**config.mk**
```make
export PLATFORM = sky130hd
export DESIGN_NAME = calc2_req_agent_flat
export DESIGN_NICKNAME = d
export VERILOG_FILES = /design/src/rtl/calc2_pkg.sv /design/src/rtl/calc2_req_agent_if.sv /design/src/rtl/calc2_tag_entry.sv /design/src/rtl/calc2_req_agent.sv /design/src/flat_wrapper.sv
export SDC_FILE = /design/constraint.sdc
export NUM_CORES = 1
export LEC_CHECK = 0
export CAP_MARGIN = 20
export CORE_ASPECT_RATIO = 1.75
export CORE_UTILIZATION = 25
export DETAILED_ROUTE_END_ITERATION = 8
export GPL_TIMING_DRIVEN = 0
export PLACE_DENSITY = 0.55
export REMOVE_ABC_BUFFERS = 1
export SLEW_MARGIN = 25
export SYNTH_ARGS = -nofsm -noshare
export SYNTH_HDL_FRONTEND = slang
export SYNTH_SLANG_ARGS = --single-unit
```
**constraint.sdc**
```tcl
create_clock -name c_clk -period 3.7 [get_ports c_clk]
set_input_delay 0.74 -clock c_clk [delete_from_list [all_inputs] [get_ports c_clk]]
set_output_delay 0.74 -clock c_clk [all_outputs]
set_load 0.02 [all_outputs]
```
**src/rtl/calc2_pkg.sv**
```systemverilog
// Shared definitions for the two-beat calculator request agent:
// command/response/status codes, tag pool sizing and timeout limits.
package calc2_pkg;

  localparam int NUM_TAGS       = 4;
  localparam int TAG_W          = $clog2(NUM_TAGS);
  localparam int TIMEOUT_CYCLES = 63;
  localparam int AGE_W          = 6;
  localparam int DATA_W         = 32;

  // Calculator command codes (carried through untouched)
  localparam logic [3:0] CMD_ADD = 4'd1;
  localparam logic [3:0] CMD_SUB = 4'd2;
  localparam logic [3:0] CMD_SHL = 4'd5;
  localparam logic [3:0] CMD_SHR = 4'd6;

  // Response codes seen on the calculator response port
  localparam logic [1:0] RESP_IDLE = 2'd0;
  localparam logic [1:0] RESP_OK   = 2'd1;
  localparam logic [1:0] RESP_ERR  = 2'd2;

  // Status codes reported downstream
  localparam logic [1:0] STATUS_NONE    = 2'd0;
  localparam logic [1:0] STATUS_OK      = 2'd1;
  localparam logic [1:0] STATUS_ERR     = 2'd2;
  localparam logic [1:0] STATUS_TIMEOUT = 2'd3;

  typedef enum logic [1:0] {
    TAG_FREE,
    TAG_OUTSTANDING,
    TAG_DONE
  } tag_state_e;

  typedef enum logic [1:0] {
    ISSUE_IDLE,
    ISSUE_SEND1,
    ISSUE_SEND2
  } issue_state_e;

  // The calculator may return the reserved code 3; it is reported as an error
  function automatic logic [1:0] resp_to_status(input logic [1:0] resp);
    logic [1:0] status;
    case (resp)
      RESP_OK:        status = STATUS_OK;
      RESP_ERR, 2'd3: status = STATUS_ERR;
      default:        status = STATUS_NONE;
    endcase
    return status;
  endfunction

endpackage

```
**src/rtl/calc2_req_agent_if.sv**
```systemverilog
// Bundles the upstream request, calculator request/response and
// downstream completion signals of the request agent.
interface calc2_req_agent_if;
  import calc2_pkg::*;

  // upstream request
  logic                in_valid;
  logic                in_ready;
  logic [3:0]          in_cmd;
  logic [DATA_W-1:0]   in_op1;
  logic [DATA_W-1:0]   in_op2;

  // calculator request port
  logic [3:0]          req_cmd_out;
  logic [DATA_W-1:0]   req_data_out;
  logic [TAG_W-1:0]    req_tag_out;

  // calculator response port
  logic [1:0]          out_resp_in;
  logic [DATA_W-1:0]   out_data_in;
  logic [TAG_W-1:0]    out_tag_in;

  // downstream completion
  logic                rsp_valid;
  logic                rsp_ready;
  logic [1:0]          rsp_status;
  logic [DATA_W-1:0]   rsp_data;
  logic [TAG_W-1:0]    rsp_tag;

  logic                spurious_err;

  // agent side
  modport slave (
    input  in_valid, in_cmd, in_op1, in_op2,
    input  out_resp_in, out_data_in, out_tag_in,
    input  rsp_ready,
    output in_ready,
    output req_cmd_out, req_data_out, req_tag_out,
    output rsp_valid, rsp_status, rsp_data, rsp_tag,
    output spurious_err
  );

  // environment side (requester, calculator and consumer)
  modport master (
    output in_valid, in_cmd, in_op1, in_op2,
    output out_resp_in, out_data_in, out_tag_in,
    output rsp_ready,
    input  in_ready,
    input  req_cmd_out, req_data_out, req_tag_out,
    input  rsp_valid, rsp_status, rsp_data, rsp_tag,
    input  spurious_err
  );

endinterface

```
**src/rtl/calc2_tag_entry.sv**
```systemverilog
// One slot of the tag pool: lifecycle state, age counter for the
// response timeout, and the captured completion status/data.
module calc2_tag_entry
  import calc2_pkg::*;
(
  input  logic              c_clk,
  input  logic              reset,
  input  logic              alloc,
  input  logic              rel,
  input  logic              resp_hit,
  input  logic [1:0]        resp_code,
  input  logic [DATA_W-1:0] resp_data,
  output tag_state_e        state,
  output logic [1:0]        status,
  output logic [DATA_W-1:0] data
);

  // The last age value before the timeout fires; the edge that would make
  // the count reach TIMEOUT_CYCLES marks the tag DONE instead.
  localparam logic [AGE_W-1:0] AGE_LAST = AGE_W'(TIMEOUT_CYCLES - 1);

  logic [AGE_W-1:0] age;

  // Slot lifecycle: FREE -> OUTSTANDING -> DONE -> FREE, response beats timeout
  always_ff @(posedge c_clk) begin
    if (reset) begin
      state  <= TAG_FREE;
      age    <= '0;
      status <= STATUS_NONE;
      data   <= '0;
    end else begin
      case (state)
        TAG_FREE: begin
          if (alloc) begin
            state  <= TAG_OUTSTANDING;
            age    <= '0;
            status <= STATUS_NONE;
            data   <= '0;
          end
        end
        TAG_OUTSTANDING: begin
          if (resp_hit) begin
            state  <= TAG_DONE;
            status <= resp_to_status(resp_code);
            data   <= resp_data;
          end else if (age == AGE_LAST) begin
            state  <= TAG_DONE;
            age    <= age + 1'b1;
            status <= STATUS_TIMEOUT;
            data   <= '0;
          end else begin
            age <= age + 1'b1;
          end
        end
        TAG_DONE: begin
          if (rel) begin
            state <= TAG_FREE;
            age   <= '0;
          end
        end
        default: begin
          state <= TAG_FREE;
          age   <= '0;
        end
      endcase
    end
  end

endmodule

```
**src/rtl/calc2_req_agent.sv**
```systemverilog
// Request agent: accepts upstream requests, assigns a tag from a pool of
// four, issues each request as two beats to the calculator, tracks
// responses/timeouts per tag and presents completions lowest tag first.
module calc2_req_agent
  import calc2_pkg::*;
(
  input logic              c_clk,
  input logic              reset,
  calc2_req_agent_if.slave bus
);

  issue_state_e      issue_state;
  logic              in_ready_q;
  logic [3:0]        req_cmd_q;
  logic [DATA_W-1:0] req_data_q;
  logic [TAG_W-1:0]  req_tag_q;
  logic [DATA_W-1:0] op2_q;
  logic              spurious_q;

  tag_state_e        tag_state  [NUM_TAGS];
  logic [1:0]        tag_status [NUM_TAGS];
  logic [DATA_W-1:0] tag_data   [NUM_TAGS];

  logic [NUM_TAGS-1:0] free_mask;
  logic [NUM_TAGS-1:0] done_mask;
  logic [NUM_TAGS-1:0] alloc_vec;
  logic [NUM_TAGS-1:0] rel_vec;
  logic [NUM_TAGS-1:0] hit_vec;
  logic [TAG_W-1:0]    alloc_idx;
  logic [TAG_W-1:0]    present_idx;
  logic                any_done;
  logic                accept;
  logic                release_fire;
  logic                resp_seen;
  logic                spurious_now;
  logic                next_any_free;

  logic [1:0]          rsp_status_c;
  logic [DATA_W-1:0]   rsp_data_c;
  logic [TAG_W-1:0]    rsp_tag_c;

  // Summarise the pool and pick the lowest FREE and lowest DONE tags
  always_comb begin
    free_mask   = '0;
    done_mask   = '0;
    alloc_idx   = '0;
    present_idx = '0;
    for (int i = 0; i < NUM_TAGS; i++) begin
      free_mask[i] = (tag_state[i] == TAG_FREE);
      done_mask[i] = (tag_state[i] == TAG_DONE);
    end
    for (int i = NUM_TAGS - 1; i >= 0; i--) begin
      if (free_mask[i]) alloc_idx = TAG_W'(i);
      if (done_mask[i]) present_idx = TAG_W'(i);
    end
    any_done = |done_mask;
  end

  // Per-tag event strobes for this edge; a response only counts on an OUTSTANDING tag
  always_comb begin
    alloc_vec    = '0;
    rel_vec      = '0;
    hit_vec      = '0;
    resp_seen    = (bus.out_resp_in != RESP_IDLE);
    accept       = bus.in_valid && in_ready_q;
    release_fire = any_done && bus.rsp_ready;
    for (int i = 0; i < NUM_TAGS; i++) begin
      alloc_vec[i] = accept && (alloc_idx == TAG_W'(i));
      rel_vec[i]   = release_fire && (present_idx == TAG_W'(i));
      hit_vec[i]   = resp_seen && (bus.out_tag_in == TAG_W'(i)) &&
                     (tag_state[i] == TAG_OUTSTANDING);
    end
    spurious_now  = resp_seen && (tag_state[bus.out_tag_in] != TAG_OUTSTANDING);
    next_any_free = |((free_mask & ~alloc_vec) | rel_vec);
  end

  for (genvar g = 0; g < NUM_TAGS; g++) begin : g_tag
    calc2_tag_entry u_entry (
      .c_clk     (c_clk),
      .reset     (reset),
      .alloc     (alloc_vec[g]),
      .rel       (rel_vec[g]),
      .resp_hit  (hit_vec[g]),
      .resp_code (bus.out_resp_in),
      .resp_data (bus.out_data_in),
      .state     (tag_state[g]),
      .status    (tag_status[g]),
      .data      (tag_data[g])
    );
  end

  // Issue FSM: two request beats per accepted transaction, registered outputs
  always_ff @(posedge c_clk) begin
    if (reset) begin
      issue_state <= ISSUE_IDLE;
      in_ready_q  <= 1'b0;
      req_cmd_q   <= '0;
      req_data_q  <= '0;
      req_tag_q   <= '0;
      op2_q       <= '0;
    end else begin
      case (issue_state)
        ISSUE_IDLE: begin
          if (accept) begin
            issue_state <= ISSUE_SEND1;
            in_ready_q  <= 1'b0;
            req_cmd_q   <= bus.in_cmd;
            req_data_q  <= bus.in_op1;
            req_tag_q   <= alloc_idx;
            op2_q       <= bus.in_op2;
          end else begin
            in_ready_q  <= next_any_free;
            req_cmd_q   <= '0;
            req_data_q  <= '0;
            req_tag_q   <= '0;
          end
        end
        ISSUE_SEND1: begin
          issue_state <= ISSUE_SEND2;
          in_ready_q  <= 1'b0;
          req_cmd_q   <= '0;
          req_data_q  <= op2_q;
          req_tag_q   <= '0;
        end
        ISSUE_SEND2: begin
          issue_state <= ISSUE_IDLE;
          in_ready_q  <= next_any_free;
          req_cmd_q   <= '0;
          req_data_q  <= '0;
          req_tag_q   <= '0;
        end
        default: begin
          issue_state <= ISSUE_IDLE;
          in_ready_q  <= 1'b0;
          req_cmd_q   <= '0;
          req_data_q  <= '0;
          req_tag_q   <= '0;
        end
      endcase
    end
  end

  // Sticky flag for responses that name a tag nobody is waiting on
  always_ff @(posedge c_clk) begin
    if (reset) begin
      spurious_q <= 1'b0;
    end else if (spurious_now) begin
      spurious_q <= 1'b1;
    end
  end

  // Present the lowest DONE tag; outputs read zero when nothing is complete
  always_comb begin
    rsp_status_c = STATUS_NONE;
    rsp_data_c   = '0;
    rsp_tag_c    = '0;
    if (any_done) begin
      rsp_status_c = tag_status[present_idx];
      rsp_data_c   = tag_data[present_idx];
      rsp_tag_c    = present_idx;
    end
  end

  assign bus.in_ready     = in_ready_q;
  assign bus.req_cmd_out  = req_cmd_q;
  assign bus.req_data_out = req_data_q;
  assign bus.req_tag_out  = req_tag_q;
  assign bus.rsp_valid    = any_done;
  assign bus.rsp_status   = rsp_status_c;
  assign bus.rsp_data     = rsp_data_c;
  assign bus.rsp_tag      = rsp_tag_c;
  assign bus.spurious_err = spurious_q;

endmodule
```
**src/flat_wrapper.sv**
```systemverilog
// flat-port wrapper written by rule: the top's interface ports become plain ports
module calc2_req_agent_flat import calc2_pkg::*;
  (c_clk, reset, bus_in_valid, bus_in_cmd, bus_in_op1, bus_in_op2, bus_out_resp_in, bus_out_data_in, bus_out_tag_in, bus_rsp_ready, bus_in_ready, bus_req_cmd_out, bus_req_data_out, bus_req_tag_out, bus_rsp_valid, bus_rsp_status, bus_rsp_data, bus_rsp_tag, bus_spurious_err);
  calc2_req_agent_if bus_i ();
  input logic c_clk;
  input logic reset;
  input wire logic [$bits(bus_i.in_valid)-1:0] bus_in_valid;
  input wire logic [$bits(bus_i.in_cmd)-1:0] bus_in_cmd;
  input wire logic [$bits(bus_i.in_op1)-1:0] bus_in_op1;
  input wire logic [$bits(bus_i.in_op2)-1:0] bus_in_op2;
  input wire logic [$bits(bus_i.out_resp_in)-1:0] bus_out_resp_in;
  input wire logic [$bits(bus_i.out_data_in)-1:0] bus_out_data_in;
  input wire logic [$bits(bus_i.out_tag_in)-1:0] bus_out_tag_in;
  input wire logic [$bits(bus_i.rsp_ready)-1:0] bus_rsp_ready;
  output wire logic [$bits(bus_i.in_ready)-1:0] bus_in_ready;
  output wire logic [$bits(bus_i.req_cmd_out)-1:0] bus_req_cmd_out;
  output wire logic [$bits(bus_i.req_data_out)-1:0] bus_req_data_out;
  output wire logic [$bits(bus_i.req_tag_out)-1:0] bus_req_tag_out;
  output wire logic [$bits(bus_i.rsp_valid)-1:0] bus_rsp_valid;
  output wire logic [$bits(bus_i.rsp_status)-1:0] bus_rsp_status;
  output wire logic [$bits(bus_i.rsp_data)-1:0] bus_rsp_data;
  output wire logic [$bits(bus_i.rsp_tag)-1:0] bus_rsp_tag;
  output wire logic [$bits(bus_i.spurious_err)-1:0] bus_spurious_err;
  assign bus_i.in_valid = bus_in_valid;
  assign bus_i.in_cmd = bus_in_cmd;
  assign bus_i.in_op1 = bus_in_op1;
  assign bus_i.in_op2 = bus_in_op2;
  assign bus_i.out_resp_in = bus_out_resp_in;
  assign bus_i.out_data_in = bus_out_data_in;
  assign bus_i.out_tag_in = bus_out_tag_in;
  assign bus_i.rsp_ready = bus_rsp_ready;
  assign bus_in_ready = bus_i.in_ready;
  assign bus_req_cmd_out = bus_i.req_cmd_out;
  assign bus_req_data_out = bus_i.req_data_out;
  assign bus_req_tag_out = bus_i.req_tag_out;
  assign bus_rsp_valid = bus_i.rsp_valid;
  assign bus_rsp_status = bus_i.rsp_status;
  assign bus_rsp_data = bus_i.rsp_data;
  assign bus_rsp_tag = bus_i.rsp_tag;
  assign bus_spurious_err = bus_i.spurious_err;
  calc2_req_agent u_core (.c_clk(c_clk), .reset(reset), .bus(bus_i));
endmodule
```
==> flow_summary.ini, run 1 <==
[placed_design]
place.detailed.hpwl_mm = 20.9
routabilityCongestion = 0.797
postPlaceCellArea_um2 = 12100
io_buffer_count = 184
place_ws_ns = -0.127
placed_cells = 1584

[global_routing]
globalRouteMet2Util_pct = 29.5
first_global_vias = 8271
number_of_antenna_violations_at_the_first_check_in_global_routing = 3
largest_net_degree_at_the_start_of_global_routing = 49
track_usage_pct = 15.6
grt_first_pass_wirelength_mm = 47.3
groute.layer.met3.usage_pct = 1.97
busiest_metal_layer_after_global_routing = met2
global_route.overflow_total = 0
groute.layer.met1.usage_pct = 17.0

[logic_synthesis]
syn_area_per_cell_um2 = 9.79
syn-instance-count = 980
synth_edf_count = 0
synth_seq_cells = 242
yosys_warnings = 0
total_standard_cell_area_after_synthesis_um2 = 9600
ys.flop_type = sky130_fd_sc_hd__dfxtp_1
synth_cell_type_count = 64
post_synthesis_sequential_area_ratio_pct = 50.5
ys_async_sr_fraction_pct = 0

[floorplanning]
initial_utilization_pct = 25.4
floorplan.rows = 94
chipWidth_um = 150
ioPinCount = 185
floorplan.core_area_um2 = 37800
die_height_um = 261
design.die.area_um2 = 39200

[timing]
setup_violating_endpoint_count_in_the_final_report = 0
maxSlewHeadroom_pct = 48.9
finalCritPeriodShare_pct = 96.1
worstMarginPinSlew_ns = 0.766
timing_max_transition_violations_final = 0
rsz0062_at_grt = no
achievable-frequency_mhz = 281
timing.final.hold_violations = 0
final.hold.worst_slack_ns = 0.448
clock-skew-final_ns = 0.00980
setup_ws_ns = 0.146
min_period_ns = 3.55

[pwr]
power-per-cell-area_nw_per_um2 = 439
comb_power_share_pct = 7.4
switching_power_w = 0.00131
intPower_w = 0.00445
vdd.ir_drop.worst_v = 0.000308
swShare_pct = 22.7
seqPwrFrac_pct = 46.4
power.leakage_nw = 5.17
power.clock.fraction_pct = 46.2

[critical_path]
setup.worst_path.end_class = primary output
r2r.worst_path.cells = 7
signal_arrival_time_at_the_worst_endpoint_ns = 2.81
crit_path_start_kind = flip-flop
critPathRequiredTime_ns = 2.96
path_buf_inv = 2
cp_max_stage_delay_ns = 0.64
timing_worst_setup_path_type = reg -> out
timing.critical_path.max_delay_family = buffers and inverters
crit_path_top_delay_cell = sky130_fd_sc_hd__clkdlybuf4s50_1
worst-path-stages = 7
path_max_fanout = 17
crit_path_cell_trace = and2b_1 -> o21ai_4 -> buf_12 -> nand2_4 -> mux2i_1 -> o22ai_1 -> clkdlybuf4s50_1

[clock_network]
clock_insertion_delay_worst_skew_ns = 0.53
htree_num_levels = 1
cts_root_buf = sky130_fd_sc_hd__clkbuf_16
cts.reportedPaths.clkPinSlew_ns = 0.06
cts_num_sinks = 242
tritoncts = done
numCtsBuffers = 24
cts-hold-fix-buffers = 0
cts.path.max_buffers = 3

[detailed_routing]
total_via_count_in_the_routed_design = 8170
detailedRoute.firstIterationViolations = 456
ant_nets = 0
routed_wirelength_mm = 30.9
post_drt_wl_per_cell_um = 18.9
via_per_inst = 5.00
route.detailed.drc = 0
first_pass_iters = 5

[status]
status = finished, final reports clean

[job]
timing.max_cap.violations = 0

[final_layout]
fin_util_pct = 34.7
layout.cells.most_common_list = sky130_fd_sc_hd__dfxtp_1, sky130_fd_sc_hd__clkdlybuf4s50_1, sky130_fd_sc_hd__a22o_1
layout.cell_area.non_filler_um2 = 13100
layout-area-overhead-vs-synth_pct = 36.6
layout.cells.most_common = sky130_fd_sc_hd__dfxtp_1
post_route_cells_drive_above_1_share_pct = 8.94
final_net_count = 1250
layout.cells.non_filler = 1635

[min_path]
timing.hold.worst_path_depth = 2
hold_path.class = reg -> reg
stage by stage:
step | TNS [ns] | power, W
CTS | 0 | 0.00585
global route | 0 | 0.00597
finish | 0 | 0.00575
floorplan | 0 | 0.00287
global placement | -570.21 | 0.00311
detailed placement | -0.879 | 0.00315
area by class of cell:
type	count	area [um2]
Fill cell	3739	24600
Sequential cell	242	4850
Multi-Input combinational cell	643	4430
Timing Repair Buffer	205	2290
Clock buffer	34	699
Tap cell	480	601
Clock inverter	10	156
Inverter	18	67.6
Antenna cell	3	7.51
worst paths after layout:
path                                                               startpoint                                       endpoint  slack [ns]
worst max-delay path            u_core.g_tag[2].u_entry.state[0]$_SDFFE_PP0P_                               bus_rsp_data[25]        0.15
worst min-delay path                     u_core.bus.spurious_err$_SDFFE_PP0P_           u_core.bus.spurious_err$_SDFFE_PP0P_        0.45
worst max register to register  u_core.g_tag[3].u_entry.state[0]$_SDFFE_PP0P_  u_core.g_tag[3].u_entry.data[31]$_SDFFE_PP0P_        1.13
worst min register to register           u_core.bus.spurious_err$_SDFFE_PP0P_           u_core.bus.spurious_err$_SDFFE_PP0P_        0.45
registers in the layout (all words and copies together) (netlist names):
name,count
u_core.bus.req_cmd_out,4
u_core.g_tag.u_entry.age,24
u_core.bus.spurious_err,1
u_core.bus.req_tag_out,2
u_core.bus.req_data_out,32
u_core.issue_state,2
u_core.op2_q,32
u_core.bus.in_ready,1
u_core.g_tag.u_entry.state,8
u_core.g_tag.u_entry.data,128
u_core.g_tag.u_entry.status,8
cells by family (layout without fill, tap and decap cells):
group	count (synthesis)	after routing	synth area share, %
AOI/OAI and AO/OA	340	340	26.6
xor gates and xnor gates	10	10	0.913
adders and majority gates	9	9	1.15
buffers and inverters	96	267	4.80
DFF	242	242	50.5
muxes	37	37	3.86
other	0	3	0
and+or+nand+nor	246	247	12.2
metal layers:
| layer | part of all wire [%] | routed length [um] |
|---|---|---|
| met1 | 38 | 11800 |
| met2 | 54 | 16600 |
| met3 | 4.2 | 1300 |
| met4 | 3.5 | 1090 |
| met5 | 0 | 0 |
cells in the mapped netlist (all sizes together), types with 6 or more instances:
master	number	share of area (%)
buf	48	2.9
nand4	6	0.39
inv	18	0.70
nor2	80	3.3
ha	8	1.0
o21ai	13	0.68
nor2b	7	0.46
nand2	90	3.6
dfxtp	242	50
nand2b	8	0.52
or2	6	0.39
a22oi	69	5.4
nor3	7	0.59
nand3	16	0.89
mux2i	37	3.9
a22o	129	12
a21oi	56	3.0
o22ai	37	2.4
xor2	9	0.82
clkbuf	30	1.2
power groups by stage:
stage / Clock (W) / Sequential, W / Combinational, W
2_1_floorplan: 0 / 0.00274 / 0.000131
3_3_place_gp: 0 / 0.00273 / 0.000386
3_5_place_dp: 0 / 0.00273 / 0.000425
4_1_cts: 0.00275 / 0.00267 / 0.000427
5_1_grt: 0.00284 / 0.00267 / 0.000455
6_report: 0.00266 / 0.00267 / 0.000424
timing repair:
| action | 4_1_cts | 5_1_grt |
|---|---|---|
| gates resized for setup | 23 | 18 |
| setup buffers | 3 | 0 |
| endpoints found under the hold margin | 0 | 0 |
| setup endpoints to repair | 35 | 18 |
| gates cloned | 1 | 0 |
| pin swaps | 4 | 0 |
worst reg2reg max path, cell delays in order (launching register included):
cell and delay, ns:
sky130_fd_sc_hd__dfxtp_1 0.36, sky130_fd_sc_hd__nor2b_1 0.64, sky130_fd_sc_hd__nand3_2 0.40, sky130_fd_sc_hd__a21oi_4 0.31, sky130_fd_sc_hd__nor3_4 0.14, sky130_fd_sc_hd__buf_8 0.21
sky130_fd_sc_hd__buf_6 0.16, sky130_fd_sc_hd__a22o_1 0.24
(Power assumes the default switching activity.)
==> run 2, diff against run 1 <==
- clock period: 3.7 -> 3.4 ns (I/O delays scaled with it)
==> run 2 against run 1 <==
Against the previous run:
- cell count up 0.18%
- via count up 0.60%
- final area down 0.53%
- largest power group unchanged
- flip-flop and latch count unchanged
- sequential power up 8.6%
- critical path depth unchanged
- critical path type unchanged
- die area unchanged
- total power up 8.9%
==> flow_summary.ini, run 2 (same netlist as run 1, synthesis figures left out) <==
[timing]
timing_max_transition_violations_final = 0
rsz0062_at_grt = no
setup_violating_endpoint_count_in_the_final_report = 0
clock-skew-final_ns = 0.0106
achievable-frequency_mhz = 302
worstMarginPinSlew_ns = 0.769
min_period_ns = 3.31
timing.final.hold_violations = 0
fin_tns_setup_ns = 0
finalCritPeriodShare_pct = 97.3
maxSlewHeadroom_pct = 48.6

[placed_design]
place.detailed.hpwl_mm = 20.9
routabilityCongestion = 0.797
io_buffer_count = 184
placed_cells = 1584
postPlaceCellArea_um2 = 12100

[min_path]
min_from = u_core.bus.spurious_err$_SDFFE_PP0P_
worstHoldEndpoint = u_core.bus.spurious_err$_SDFFE_PP0P_
timing.hold.worst_path_depth = 2
hold_path.class = reg -> reg

[critical_path]
path_max_fanout = 26
crit_path_start_kind = flip-flop
startpoint_of_the_worst_register_to_register_path = u_core.g_tag[3].u_entry.state[0]$_SDFFE_PP0P_
signal_arrival_time_at_the_worst_endpoint_ns = 2.63
critPathRequiredTime_ns = 2.72
timing_worst_setup_path_type = reg -> out
setup.worst_path.end_class = primary output
worstReg2RegEnd = u_core.g_tag[3].u_entry.data[31]$_SDFFE_PP0P_
worst_setup_slack_for_register_to_register_paths_ns = 0.84
r2r.worst_path.cells = 7

[final_layout]
layout.cells.most_common = sky130_fd_sc_hd__dfxtp_1
layout.cells.most_common_list = sky130_fd_sc_hd__dfxtp_1, sky130_fd_sc_hd__clkdlybuf4s50_1, sky130_fd_sc_hd__a22o_1
layout-area-overhead-vs-synth_pct = 35.8
largest-register = u_core.g_tag.u_entry.data
layout.cells.non_filler = 1638
multi_input_comb_area_um2 = 4450
post_route_cells_drive_above_1_share_pct = 9.96
largest_register_ff_count = 128
layout.cell_area.non_filler_um2 = 13000
final_net_count = 1253
regArea_um2 = 4850
fillCellCount = 3754
fin_util_pct = 34.5

[clock_network]
numCtsBuffers = 24
cts.reportedPaths.clkPinSlew_ns = 0.06
cts_root_buf = sky130_fd_sc_hd__clkbuf_16
cts.path.max_buffers = 3
htree_num_levels = 1
clock_insertion_delay_worst_skew_ns = 0.53
cts_num_sinks = 242
tritoncts = done

[detailed_routing]
detailedRoute.firstIterationViolations = 433
post_drt_wl_per_cell_um = 18.9
ant_nets = 0
route.detailed.drc = 0
via_per_inst = 5.02
routed_wirelength_mm = 31.0
total_via_count_in_the_routed_design = 8219
first_pass_iters = 5

[floorplanning]
floorplan.rows = 94
ioPinCount = 185
design.die.area_um2 = 39200
die_height_um = 261
initial_utilization_pct = 25.4
chipWidth_um = 150
floorplan.core_area_um2 = 37800

[global_routing]
largest_net_degree_at_the_start_of_global_routing = 49
first_global_vias = 8286
global_route.overflow_total = 0
track_usage_pct = 15.6
number_of_antenna_violations_at_the_first_check_in_global_routing = 3
grt_first_pass_wirelength_mm = 47.4

[job]
timing.max_cap.violations = 0

[pwr]
power.leakage_nw = 4.95
vdd.ir_drop.worst_v = 0.000335
power-per-cell-area_nw_per_um2 = 481

[status]
status = finished, final reports clean
[run 2: cell types whose count changed in the layout (fill, tap and decap cells not counted)]
| cell | previous run | this run |
|---|---|---|
| sky130_fd_sc_hd__dlygate4sd2_1 | 8 | 26 |
| sky130_fd_sc_hd__dlymetal6s2s_1 | 18 | 0 |
| sky130_fd_sc_hd__clkdlybuf4s50_1 | 157 | 148 |
| sky130_fd_sc_hd__clkbuf_2 | 0 | 8 |
| sky130_fd_sc_hd__buf_4 | 3 | 6 |
| sky130_fd_sc_hd__clkdlybuf4s15_1 | 0 | 1 |
| sky130_fd_sc_hd__nand2_4 | 1 | 0 |
| sky130_fd_sc_hd__nand2_8 | 1 | 2 |
| sky130_fd_sc_hd__o22ai_1 | 37 | 36 |
| sky130_fd_sc_hd__o22ai_2 | 0 | 1 |
[run 2: timing repair]
| item | CTS | global route |
|---|---|---|
| setup endpoints to repair | 36 | 10 |
| pin swaps | 4 | 0 |
| resized for setup | 52 | 17 |
| hold endpoints to repair | 0 | 0 |
| gates cloned | 1 | 0 |
| buffers inserted | 6 | 0 |
| hold buffers | 0 | 0 |
[run 2: area by class of cell]
cell class / instances / area share [%]
antenna: 3 / 0.0576
clock inverter: 10 / 1.20
clock buffer: 34 / 5.37
inverter: 18 / 0.518
tap: 480 / 4.61
sequential: 242 / 37.2
timing repair buffer: 208 / 16.9
multi-input combinational: 643 / 34.1
[run 2: worst max-delay path by stage]
stage                                                              from                                       endpoint
final                     u_core.g_tag[2].u_entry.state[0]$_SDFFE_PP0P_                               bus_rsp_data[20]
after global routing      u_core.g_tag[2].u_entry.state[0]$_SDFFE_PP0P_                               bus_rsp_data[19]
after CTS                 u_core.g_tag[2].u_entry.state[0]$_SDFFE_PP0P_                               bus_rsp_data[28]
after detailed placement  u_core.g_tag[0].u_entry.state[1]$_SDFFE_PP0P_                                bus_rsp_data[6]
after global placement                                            reset  u_core.g_tag[0].u_entry.data[31]$_SDFFE_PP0P_
after floorplan           u_core.g_tag[1].u_entry.state[0]$_SDFFE_PP0P_                                bus_rsp_data[0]
[run 2: where the power goes]
part | switching (W) | total (W) | internal, W
combinational | 0.000239 | 0.000461 | 0.000222
clock | 0.00116 | 0.00290 | 0.00174
sequential | 0.0000262 | 0.00290 | 0.00288
total | 0.00142 | 0.00626 | 0.00484
[run 2: layer usage]
metal | share of wire [%] | vias up | routed length, um | track usage [%]
met1 | 38 | 4018 | 11800 | 17.1
li1 | - | 3927 | - | -
met5 | 0 | - | 0 | 0
met4 | 3.6 | 0 | 1130 | 6.85
met2 | 54 | 217 | 16700 | 29.5
met3 | 4.4 | 57 | 1360 | 1.99
[run 2: critical path, stage by stage, from the launching register on]
cell	delay [ns]
sky130_fd_sc_hd__dfxtp_2	0.42
sky130_fd_sc_hd__and2b_1	0.29
sky130_fd_sc_hd__nor3_4	0.27
sky130_fd_sc_hd__buf_8	0.19
sky130_fd_sc_hd__and2_4	0.18
sky130_fd_sc_hd__buf_12	0.18
sky130_fd_sc_hd__o22ai_1	0.18
sky130_fd_sc_hd__dlygate4sd2_1	0.36
[run 2: stage by stage]
stage | total power, W | setup slack [ns] | hold WS (ns)
2_1_floorplan | 0.00312 | -0.235 | 0.425
3_3_place_gp | 0.00339 | -3.47 | 0.438
3_5_place_dp | 0.00343 | -0.367 | 0.443
4_1_cts | 0.00636 | 0.000358 | 0.453
5_1_grt | 0.00650 | 0.00597 | 0.472
6_report | 0.00626 | 0.0905 | 0.447
